File: src/rtl/cam_rx_frame_writer_if.sv
// Frame-buffer write port of the camera receive path: one write strobe per pixel byte.
// The master side (cam_rx_frame_writer) drives address, data and strobe.
interface cam_rx_frame_writer_if #(
    parameter int ADDR_WIDTH = 16,
    parameter int DATA_WIDTH = 8
);
    logic [ADDR_WIDTH-1:0] wAddr;
    logic [DATA_WIDTH-1:0] wData;
    logic                  we;

    modport master (output wAddr, output wData, output we);
    modport slave  (input  wAddr, input  wData, input  we);
endinterface

File: src/rtl/cam_rx_frame_writer.sv
// 8N1 UART receiver that writes one pixel per byte into a frame buffer and flags frame completion.
// Optional macro RX_IDLE_TIMEOUT_EN abandons a partial frame after TIMEOUT_CYCLES idle cycles.
module cam_rx_frame_writer #(
    parameter int DATA_WIDTH     = 8,
    parameter int TOTAL_BYTES    = 176 * 240,
    parameter int ADDR_WIDTH     = $clog2(TOTAL_BYTES),
    parameter int CLK_FREQ       = 100_000_000,
    parameter int BAUD_RATE      = 9600,
    parameter int TIMEOUT_CYCLES = 1_000_000
) (
    input  logic                 clk,
    input  logic                 reset,
    input  logic                 rx,
    input  logic                 frame_ack,
    cam_rx_frame_writer_if.master wr,
    output logic                 busy,
    output logic                 frame_done,
    output logic                 frame_err,
    output logic                 overrun
);

    localparam int DIVISOR = CLK_FREQ / (BAUD_RATE * 16);
    localparam int TICK_W  = (DIVISOR > 1) ? $clog2(DIVISOR) : 1;
    localparam int BIT_W   = (DATA_WIDTH > 1) ? $clog2(DATA_WIDTH) : 1;

    localparam logic [TICK_W-1:0]     DIV_LAST  = TICK_W'(DIVISOR - 1);
    localparam logic [BIT_W-1:0]      BIT_LAST  = BIT_W'(DATA_WIDTH - 1);
    localparam logic [ADDR_WIDTH-1:0] ADDR_LAST = ADDR_WIDTH'(TOTAL_BYTES - 1);

    typedef enum logic [1:0] {RX_IDLE, RX_START, RX_DATA, RX_STOP} rx_state_t;
    typedef enum logic [1:0] {F_IDLE, F_RECV, F_DONE} f_state_t;

    rx_state_t rx_state;
    f_state_t  f_state;

    logic                  rx_meta;
    logic                  rx_sync;
    logic [TICK_W-1:0]     div_cnt;
    logic                  tick;
    logic [3:0]            tick_cnt;
    logic [BIT_W-1:0]      bit_cnt;
    logic [DATA_WIDTH-1:0] shift;
    logic [ADDR_WIDTH-1:0] byte_cnt;
    logic                  byte_ok;
    logic                  byte_bad;
    logic                  timeout_hit;

    // NOTE: non-blocking assignments keep these two flops a true two-stage chain.
    always_ff @(posedge clk) begin
        if (reset) begin
            rx_meta <= 1'b1;
            rx_sync <= 1'b1;
        end else begin
            rx_meta <= rx;
            rx_sync <= rx_meta;
        end
    end

    // Free-running 16x oversample tick.
    always_ff @(posedge clk) begin
        if (reset) begin
            div_cnt <= '0;
            tick    <= 1'b0;
        end else if (div_cnt == DIV_LAST) begin
            div_cnt <= '0;
            tick    <= 1'b1;
        end else begin
            div_cnt <= div_cnt + 1'b1;
            tick    <= 1'b0;
        end
    end

    always_ff @(posedge clk) begin
        if (reset) begin
            rx_state <= RX_IDLE;
            tick_cnt <= '0;
            bit_cnt  <= '0;
            shift    <= '0;
        end else begin
            case (rx_state)
                RX_IDLE: begin
                    if (!rx_sync) begin
                        rx_state <= RX_START;
                        tick_cnt <= '0;
                    end
                end
                RX_START: begin
                    if (tick) begin
                        if (tick_cnt == 4'd7) begin
                            tick_cnt <= '0;
                            bit_cnt  <= '0;
                            rx_state <= rx_sync ? RX_IDLE : RX_DATA;
                        end else begin
                            tick_cnt <= tick_cnt + 1'b1;
                        end
                    end
                end
                RX_DATA: begin
                    if (tick) begin
                        if (tick_cnt == 4'd15) begin
                            tick_cnt <= '0;
                            shift    <= {rx_sync, shift[DATA_WIDTH-1:1]};
                            bit_cnt  <= bit_cnt + 1'b1;
                            if (bit_cnt == BIT_LAST) rx_state <= RX_STOP;
                        end else begin
                            tick_cnt <= tick_cnt + 1'b1;
                        end
                    end
                end
                RX_STOP: begin
                    if (tick) begin
                        if (tick_cnt == 4'd15) begin
                            tick_cnt <= '0;
                            rx_state <= RX_IDLE;
                        end else begin
                            tick_cnt <= tick_cnt + 1'b1;
                        end
                    end
                end
                default: rx_state <= RX_IDLE;
            endcase
        end
    end

    // NOTE: both outputs get a default first so this block cannot infer a latch.
    always_comb begin
        byte_ok  = 1'b0;
        byte_bad = 1'b0;
        if (rx_state == RX_STOP && tick && tick_cnt == 4'd15) begin
            byte_ok  = rx_sync;
            byte_bad = !rx_sync;
        end
    end

`ifdef RX_IDLE_TIMEOUT_EN
    localparam int TO_W = $clog2(TIMEOUT_CYCLES + 1);

    logic [TO_W-1:0] idle_cnt;

    always_ff @(posedge clk) begin
        if (reset || f_state != F_RECV || byte_ok) idle_cnt <= '0;
        else                                       idle_cnt <= idle_cnt + 1'b1;
    end

    assign timeout_hit = (idle_cnt == TO_W'(TIMEOUT_CYCLES - 1));
`else
    // Timeout disabled: a stalled partial frame waits for more bytes forever.
    assign timeout_hit = (TIMEOUT_CYCLES < 0);
`endif

    always_ff @(posedge clk) begin
        if (reset) begin
            f_state    <= F_IDLE;
            byte_cnt   <= '0;
            wr.we      <= 1'b0;
            wr.wAddr   <= '0;
            wr.wData   <= '0;
            busy       <= 1'b0;
            frame_done <= 1'b0;
            frame_err  <= 1'b0;
            overrun    <= 1'b0;
        end else begin
            wr.we <= 1'b0;
            // An ack clears the sticky flags; a same-cycle error still sets them.
            if (frame_ack) begin
                frame_err <= 1'b0;
                overrun   <= 1'b0;
            end
            if (byte_bad) frame_err <= 1'b1;

            case (f_state)
                F_IDLE, F_RECV: begin
                    if (byte_ok) begin
                        wr.we    <= 1'b1;
                        wr.wAddr <= byte_cnt;
                        wr.wData <= shift;
                        busy     <= 1'b1;
                        if (byte_cnt == ADDR_LAST) begin
                            f_state <= F_DONE;
                        end else begin
                            byte_cnt <= byte_cnt + 1'b1;
                            f_state  <= F_RECV;
                        end
                    end else if (f_state == F_RECV && timeout_hit) begin
                        byte_cnt  <= '0;
                        f_state   <= F_IDLE;
                        busy      <= 1'b0;
                        frame_err <= 1'b1;
                    end
                end
                F_DONE: begin
                    busy <= 1'b0;
                    if (frame_ack) begin
                        f_state    <= F_IDLE;
                        byte_cnt   <= '0;
                        frame_done <= 1'b0;
                    end else begin
                        frame_done <= 1'b1;
                        if (byte_ok) overrun <= 1'b1;
                    end
                end
                default: f_state <= F_IDLE;
            endcase
        end
    end

endmodule

File: src/flat_wrapper.sv
// flat-port wrapper written by rule: the top's interface ports become plain ports
module cam_rx_frame_writer_flat 
#(
    parameter int DATA_WIDTH     = 8,
    parameter int TOTAL_BYTES    = 176 * 240,
    parameter int ADDR_WIDTH     = $clog2(TOTAL_BYTES),
    parameter int CLK_FREQ       = 100_000_000,
    parameter int BAUD_RATE      = 9600,
    parameter int TIMEOUT_CYCLES = 1_000_000
)
  (clk, reset, rx, frame_ack, busy, frame_done, frame_err, overrun, wr_wAddr, wr_wData, wr_we);
  cam_rx_frame_writer_if #(.ADDR_WIDTH(ADDR_WIDTH), .DATA_WIDTH(DATA_WIDTH)) wr_i ();
  input  logic clk;
  input  logic reset;
  input  logic rx;
  input  logic frame_ack;
  output logic busy;
  output logic frame_done;
  output logic frame_err;
  output logic overrun;
  output wire logic [$bits(wr_i.wAddr)-1:0] wr_wAddr;
  output wire logic [$bits(wr_i.wData)-1:0] wr_wData;
  output wire logic [$bits(wr_i.we)-1:0] wr_we;
  assign wr_wAddr = wr_i.wAddr;
  assign wr_wData = wr_i.wData;
  assign wr_we = wr_i.we;
  cam_rx_frame_writer #(.DATA_WIDTH(DATA_WIDTH), .TOTAL_BYTES(TOTAL_BYTES), .ADDR_WIDTH(ADDR_WIDTH), .CLK_FREQ(CLK_FREQ), .BAUD_RATE(BAUD_RATE), .TIMEOUT_CYCLES(TIMEOUT_CYCLES)) u_core (.clk(clk), .reset(reset), .rx(rx), .frame_ack(frame_ack), .wr(wr_i), .busy(busy), .frame_done(frame_done), .frame_err(frame_err), .overrun(overrun));
endmodule
File: config.mk
export PLATFORM = sky130hd
export DESIGN_NAME = cam_rx_frame_writer_flat
export DESIGN_NICKNAME = d
export VERILOG_FILES = /design/src/rtl/cam_rx_frame_writer_if.sv /design/src/rtl/cam_rx_frame_writer.sv /design/src/flat_wrapper.sv
export SDC_FILE = /design/constraint.sdc
export NUM_CORES = 1
export LEC_CHECK = 0
export ABC_CLOCK_PERIOD_IN_PS = 4220
export CAP_MARGIN = 20
export CORE_ASPECT_RATIO = 0.6
export CORE_MARGIN = 8
export CORE_UTILIZATION = 35
export DETAILED_ROUTE_END_ITERATION = 10
export PLACE_DENSITY_LB_ADDON = 0.1
export SKIP_LAST_GASP = 1
export SLEW_MARGIN = 20
export SYNTH_ARGS = -nofsm -noshare
export SYNTH_HDL_FRONTEND = slang
export SYNTH_SLANG_ARGS = --single-unit
File: constraint.sdc
create_clock -name clk -period 4.22 [get_ports clk]
set_input_delay 0.844 -clock clk [delete_from_list [all_inputs] [get_ports clk]]
set_output_delay 0.844 -clock clk [all_outputs]
set_load 0.05 [all_outputs]
==> results.toml, run 1 <==
[sta]
rsz0062_at_grt = "false"
fin_skew_ns = 0.00646
hold_viol = 0
tightest_slew_ns = 0.998
fmaxAchievable_mhz = 405
drv_slew = 0
setup_viol = 0
final.setup.tns_ns = 0
finalCriticalPeriod_ns = 2.47
finalCritPeriodShare_pct = 58.5
hold_ws_ns = 0.410
slew_headroom_pct = 33.5

[global_routing]
gr-usage-met3_pct = 4.70
use_met1_pct = 19.2
grt.busiest_layer = "met1"
grt_max_degree = 67
grt_pass1_vias = 2667
grt_overflow = 0
antenna_found_initial = 0
grtUsageMet2_pct = 17.6
track_usage_pct = 13.4
grt_pass1_wl_um = 13900

[power]
p_leak_nw = 1.29
p_int_mw = 1.22
clkPwrFrac_pct = 50.6
swShare_pct = 20.8
p_seq_share_pct = 47.7
p_switching_mw = 0.321
max-vdd-ir-drop_mv = 0.179
power_mw = 1.54
combPwrFrac_pct = 1.7
power_density_nw_per_um2 = 385

[synth]
yosys_warnings = 0
ys_types = 48
synth_seq_cells = 77
avgSynthCellArea_sq_um = 8.30
synthArstFlopShare_pct = 0
seq_area_frac_synth_pct = 46.5
synth.cell_area_sq_um = 3320
synth_ff_type = "dfxtp_1"
synthCells = 400
synth_nets = 410
synth_edf_count = 0

[final_layout]
drive_above_1_share_pct = 7.04
nNetsFinal = 432
final_common_cell = "dfxtp_1"
layout_common_cells = "dfxtp_1 (77), nand2_1 (68), nor2_1 (46), a21oi_1 (41), clkdlybuf4s50_1 (31)"
antenna_cells = 0
fillers = 947
syn2layout_area_growth_pct = 20.9

[routing]
drc = 0
drt_iter0_markers = 199
viasPerCell = 4.90
routed_wirelength_um = 8080
firstDrtPassIters = 4
ant_nets = 0
vias = 2725
wire_per_inst_um = 14.5

[clock_network]
cts_resized = 0
cts_buffer_depth = 2
postCtsSetupBuffers = 0
clock_latency_ns = 0.33
hold_buffers = 0
cts_tree = "yes"
cts_sinks = 77
clkSlewWorstSetupHoldPaths_ns = 0.06
clockRootBuffer = "clkbuf_16"
cts_buffers = 9
htree_levels = 3

[run]
cap_violations = 0

[worst_setup_path]
crit_slowest_cell = "nor3_1"
cp_data_arrival_time_ns = 2.70
critPathBufInv = 0
path_delay_family = "simple AND/OR/NAND/NOR gates"
max_stage_delay_ns = 0.44
cp_cell_sequence = "ha_1 -> nand4_1 -> nor3_1 -> nor3b_1 -> o21ai_2 -> o41ai_1"
criticalPathCategory = "reg -> reg"
cp-end-kind = "register"
start_kind = "register"
cp_data_required_time_ns = 4.45
cp_max_fo = 13

[die]
die_h_um = 91.4
die-area_sq_um = 13000
core_area_sq_um = 9190
rows = 27
io_pins = 33
start_util_pct = 36.1
die_w_um = 142

[placement]
port_buffers = 32
gp_congestion = 0.761
dp_hpwl_um = 5310

[status]
status = "finished clean"

[hold_path]
min-delay-path-class = "reg -> reg"
[flip-flops by register name, summed over array words and instances (netlist names), 2 cells and up, named ones only]
name / cells
u_core.wr.wData: 8
u_core.tick_cnt: 4
u_core.div_cnt: 10
u_core.f_state: 2
u_core.shift: 8
u_core.bit_cnt: 3
u_core.wr.wAddr: 16
u_core.byte_cnt: 16
[cells in the mapped netlist (2+ instances only)]
cell type / number / area share, %
dfxtp_1: 77 / 46
nand2_1: 68 / 7.7
nor2_1: 46 / 5.2
a21oi_1: 41 / 6.2
clkbuf_1: 18 / 2.0
o21ai_0: 16 / 2.4
nand3_1: 12 / 1.8
nor2b_1: 12 / 2.3
inv_1: 10 / 1.1
mux2i_1: 10 / 3.0
o31ai_1: 10 / 2.3
nor3_1: 8 / 1.2
ha_1: 6 / 2.3
nand4_1: 6 / 1.1
and2_1: 5 / 0.94
xor2_1: 5 / 1.3
nor3b_1: 4 / 0.91
and4_1: 3 / 0.79
buf_2: 3 / 0.45
nand2b_1: 3 / 0.57
xnor2_1: 3 / 0.79
a31oi_1: 2 / 0.38
and3_1: 2 / 0.38
buf_6: 2 / 0.68
o211ai_1: 2 / 0.45
o41ai_1: 2 / 0.53
or2_2: 2 / 0.38
or4b_2: 2 / 0.60
[layout make-up]
cell class	instances	area, sq um	share of cell area, %
Tap cell	130	163	4.05
Clock inverter	4	47.5	1.18
Clock buffer	11	253	6.30
Sequential cell	77	1540	38.4
Timing Repair Buffer	35	338	8.42
Inverter	10	37.5	0.935
Multi-Input combinational cell	289	1630	40.7
[path summary, 6_finish.rpt]
kind / end / slack [ns] / depth (start not counted) / from
worst max-delay path: u_core.byte_cnt[11]$_SDFFE_PP0P_ / 1.75 / 6 / u_core.tick_cnt[0]$_SDFFE_PP0P_
worst max register to register: u_core.byte_cnt[11]$_SDFFE_PP0P_ / 1.75 / 6 / u_core.tick_cnt[0]$_SDFFE_PP0P_
worst min-delay path: u_core.rx_sync$_SDFF_PP1_ / 0.41 / 1 / u_core.rx_meta$_SDFF_PP1_
worst min register to register: u_core.rx_sync$_SDFF_PP1_ / 0.41 / 1 / u_core.rx_meta$_SDFF_PP1_
[per-layer routing]
layer  vias to the layer above  routed length, um  part of all wire (%)
li1                       1423                  -                     -
met4                         0                 82                   1.0
met5                         -                  0                     0
met1                      1241               4570                    57
met2                        53               2930                    36
met3                         8                496                   6.1
[worst register-to-register path: stages, from the launching register on]
cell	delay, ns
dfxtp_1	0.37
ha_1	0.22
nand4_1	0.25
nor3_1	0.44
nor3b_1	0.39
o21ai_2	0.29
o41ai_1	0.41
[power by group through the flow]
| stage | combinational [mW] | sequential [mW] | clock (mW) |
|---|---|---|---|
| after floorplan | 0.0216 | 0.749 | 0 |
| after global placement | 0.0273 | 0.752 | 0 |
| after detailed placement | 0.0274 | 0.752 | 0 |
| after CTS | 0.0274 | 0.736 | 0.804 |
| after global routing | 0.0305 | 0.736 | 0.836 |
| final | 0.0270 | 0.736 | 0.782 |
[stage by stage]
step / std cells / utilization (%) / instance area [sq um] / setup WS (ns)
floorplan: 400 / - / 3320 / 2.13
global placement: 541 / 40.4 / 3710 / 1.70
detailed placement: 541 / 40.4 / 3710 / 1.66
CTS: 556 / 43.7 / 4010 / 1.72
global route: 556 / 43.7 / 4010 / 1.35
finish: 556 / 43.7 / 4010 / 1.75
[logic make-up (layout without fill, tap and decap cells)]
| logic type | count (synthesis) | in the layout | share of synthesized area [%] |
|---|---|---|---|
| DFF | 77 | 77 | 46.5 |
| muxes | 11 | 11 | 3.36 |
| and+or+nand+nor | 182 | 182 | 26.7 |
| AOI/OAI and AO/OA | 82 | 82 | 14.7 |
| adders and majority gates | 6 | 6 | 2.26 |
| xor gates and xnor gates | 8 | 8 | 2.11 |
| buffers and inverters | 34 | 60 | 4.41 |
No activity file was read; power rests on OpenSTA's default activity.
==> run 2: changes to the inputs <==
--- a/config.mk
+++ b/config.mk
@@ -5,7 +5,7 @@
 export SDC_FILE = /design/constraint.sdc
 export NUM_CORES = 1
 export LEC_CHECK = 0
-export ABC_CLOCK_PERIOD_IN_PS = 4220
+export ABC_CLOCK_PERIOD_IN_PS = 2360
 export CAP_MARGIN = 20
 export CORE_ASPECT_RATIO = 0.6
 export CORE_MARGIN = 8
==> constraint.sdc (replaced) <==
create_clock -name clk -period 2.36 [get_ports clk]
set_input_delay 0.472 -clock clk [delete_from_list [all_inputs] [get_ports clk]]
set_output_delay 0.472 -clock clk [all_outputs]
set_load 0.05 [all_outputs]
==> run 2 against run 1 <==
Die area did not move. Sequential cell count did not move. Largest power group unchanged. Sequential power rose by 78%. Clock power rose by 100%. Worst hold slack improved by 0.00078 ns. Critical path depth did not move. Clock-buffer cell count fell by 2. Setup slack got worse by 1.6 ns. Via count rose by 3.4%. First-iteration DRC count rose by 14%. Fmax rose by 12%. Critical path type unchanged. Design area rose by 4.7%.
==> results.toml, run 2 (synthesized netlist as in run 1, its figures left out) <==
[die]
rows = 27
start_util_pct = 36.1
io_pins = 33
die-area_sq_um = 13000
die_w_um = 142
die_h_um = 91.4
core_area_sq_um = 9190

[power]
swShare_pct = 19.9
combPwrFrac_pct = 1.8
p_int_mw = 2.35
max-vdd-ir-drop_mv = 0.340
p_switching_mw = 0.586
p_leak_nw = 1.41
p_seq_share_pct = 44.7
power_density_nw_per_um2 = 699
clkPwrFrac_pct = 53.5

[sta]
finalCriticalPeriod_ns = 2.21
tightest_slew_ns = 0.748
finalCritPeriodShare_pct = 93.7
rsz0062_at_grt = "false"
fmaxAchievable_mhz = 452
setup_viol = 0
hold_viol = 0
fin_skew_ns = 0.00390
drv_slew = 0
slew_headroom_pct = 49.7
final.setup.tns_ns = 0

[final_layout]
fillers = 905
drive_above_1_share_pct = 11.0
final_common_cell = "dfxtp_1"
fin_util_pct = 45.7
reg.largest.list = "u_core.byte_cnt x16, u_core.wr.wAddr x16, u_core.div_cnt x10"
antenna_cells = 0
layout_common_cells = "dfxtp_1 (77), nand2_1 (68), nor2_1 (46), a21oi_1 (41), clkdlybuf4s50_1 (31)"
stdcell_count = 576
syn2layout_area_growth_pct = 26.6
nNetsFinal = 452

[placement]
dp_cells = 561
gp_congestion = 0.854
port_buffers = 32
dp_hpwl_um = 5850

[worst_setup_path]
max_stage_delay_ns = 0.61
path_delay_family = "simple AND/OR/NAND/NOR gates"
critPathBufInv = 1
cp_cell_sequence = "or4b_1 -> or4_4 -> o22ai_4 -> buf_6 -> o31ai_1 -> nor3b_1"
cp_num_cells = 6
cp_max_fo = 11
crit_slowest_cell = "or4_4"
criticalPathCategory = "reg -> reg"
r2r_setup_slack_ns = 0.15
reg2reg_depth = 6
start_kind = "register"
cp_data_required_time_ns = 2.56
cp_data_arrival_time_ns = 2.42
cp-end-kind = "register"

[routing]
drc = 0
ant_nets = 0
drt_iter0_markers = 226
wire_per_inst_um = 14.4
viasPerCell = 4.89
vias = 2817
firstDrtPassIters = 4
routed_wirelength_um = 8310

[hold_path]
min-delay-path-class = "reg -> reg"
holdPathStages = 1

[clock_network]
cts_buffer_depth = 2
clkSlewWorstSetupHoldPaths_ns = 0.06
cts_sinks = 77
htree_levels = 3
clockRootBuffer = "clkbuf_16"
cts_tree = "yes"
clock_latency_ns = 0.33
hold_buffers = 0
cts_buffers = 9

[global_routing]
track_usage_pct = 13.5
antenna_found_initial = 0
grt_pass1_wl_um = 14000
grt_pass1_vias = 2651
grt_max_degree = 35
grt_overflow = 0

[run]
cap_violations = 0

[status]
status = "finished clean"
[run 2: cell types whose count changed in the layout (fill, tap and decap cells not counted), sizes merged]
cell,previous run,this run
buf,4,24
clkinvlp,1,0
bufinv,1,3
clkbuf,11,9
clkinv,2,3
[run 2: what timing repair did]
item / in CTS / in global routing
hold endpoints to repair: 0 / 0
resized for setup: 0 / 1
setup buffers: 0 / 0
endpoints found under the setup margin: 0 / 1
[run 2: metrics by stage]
step / area (sq um) / setup WS, ns / hold WS [ns] / total power, mW
global route: 4200 / 0.0253 / 0.443 / 3.05
CTS: 4200 / 0.122 / 0.418 / 2.99
global placement: 3860 / 0.195 / 0.393 / 1.40
floorplan: 3320 / 0.268 / 0.389 / 1.38
detailed placement: 3860 / 0.128 / 0.401 / 1.40
finish: 4200 / 0.149 / 0.411 / 2.94
[run 2: power groups by stage]
stage	Sequential, mW	Combinational, mW	Clock, mW
after floorplan	1.34	0.0386	0
after global placement	1.34	0.0540	0
after detailed placement	1.34	0.0536	0
after CTS	1.31	0.0538	1.62
after global routing	1.31	0.0596	1.68
final	1.31	0.0531	1.57
[run 2: area by class of cell]
class	count	area, sq um	area share [%]
Inverter	10	37.5	0.893
Tap cell	130	163	3.87
Clock buffer	9	225	5.36
Multi-Input combinational cell	289	1630	38.8
Timing Repair Buffer	55	492	11.7
Sequential cell	77	1540	36.7
Clock inverter	6	113	2.68
[run 2: per-layer routing]
metal  up-vias  wire length (um)  GRT usage (%)
met5         -                 0              0
met4         0                65           4.53
met3         5               602           5.28
met2        69              3020           16.4
met1      1289              4620           20.3
li1       1454                 -              -
[run 2: worst paths after layout]
check / start / end
min: u_core.rx_meta$_SDFF_PP1_ / u_core.rx_sync$_SDFF_PP1_
max: u_core.byte_cnt[12]$_SDFFE_PP0P_ / u_core.byte_cnt[10]$_SDFFE_PP0P_
max reg2reg: u_core.byte_cnt[12]$_SDFFE_PP0P_ / u_core.byte_cnt[10]$_SDFFE_PP0P_
min reg2reg: u_core.rx_meta$_SDFF_PP1_ / u_core.rx_sync$_SDFF_PP1_
[run 2: worst register-to-register path, cell delays in order, from the launching register on]
cell     delay, ns
dfxtp_1       0.37
or4b_1        0.53
or4_4         0.61
o22ai_4       0.19
buf_6         0.18
o31ai_1       0.08
nor3b_1       0.14
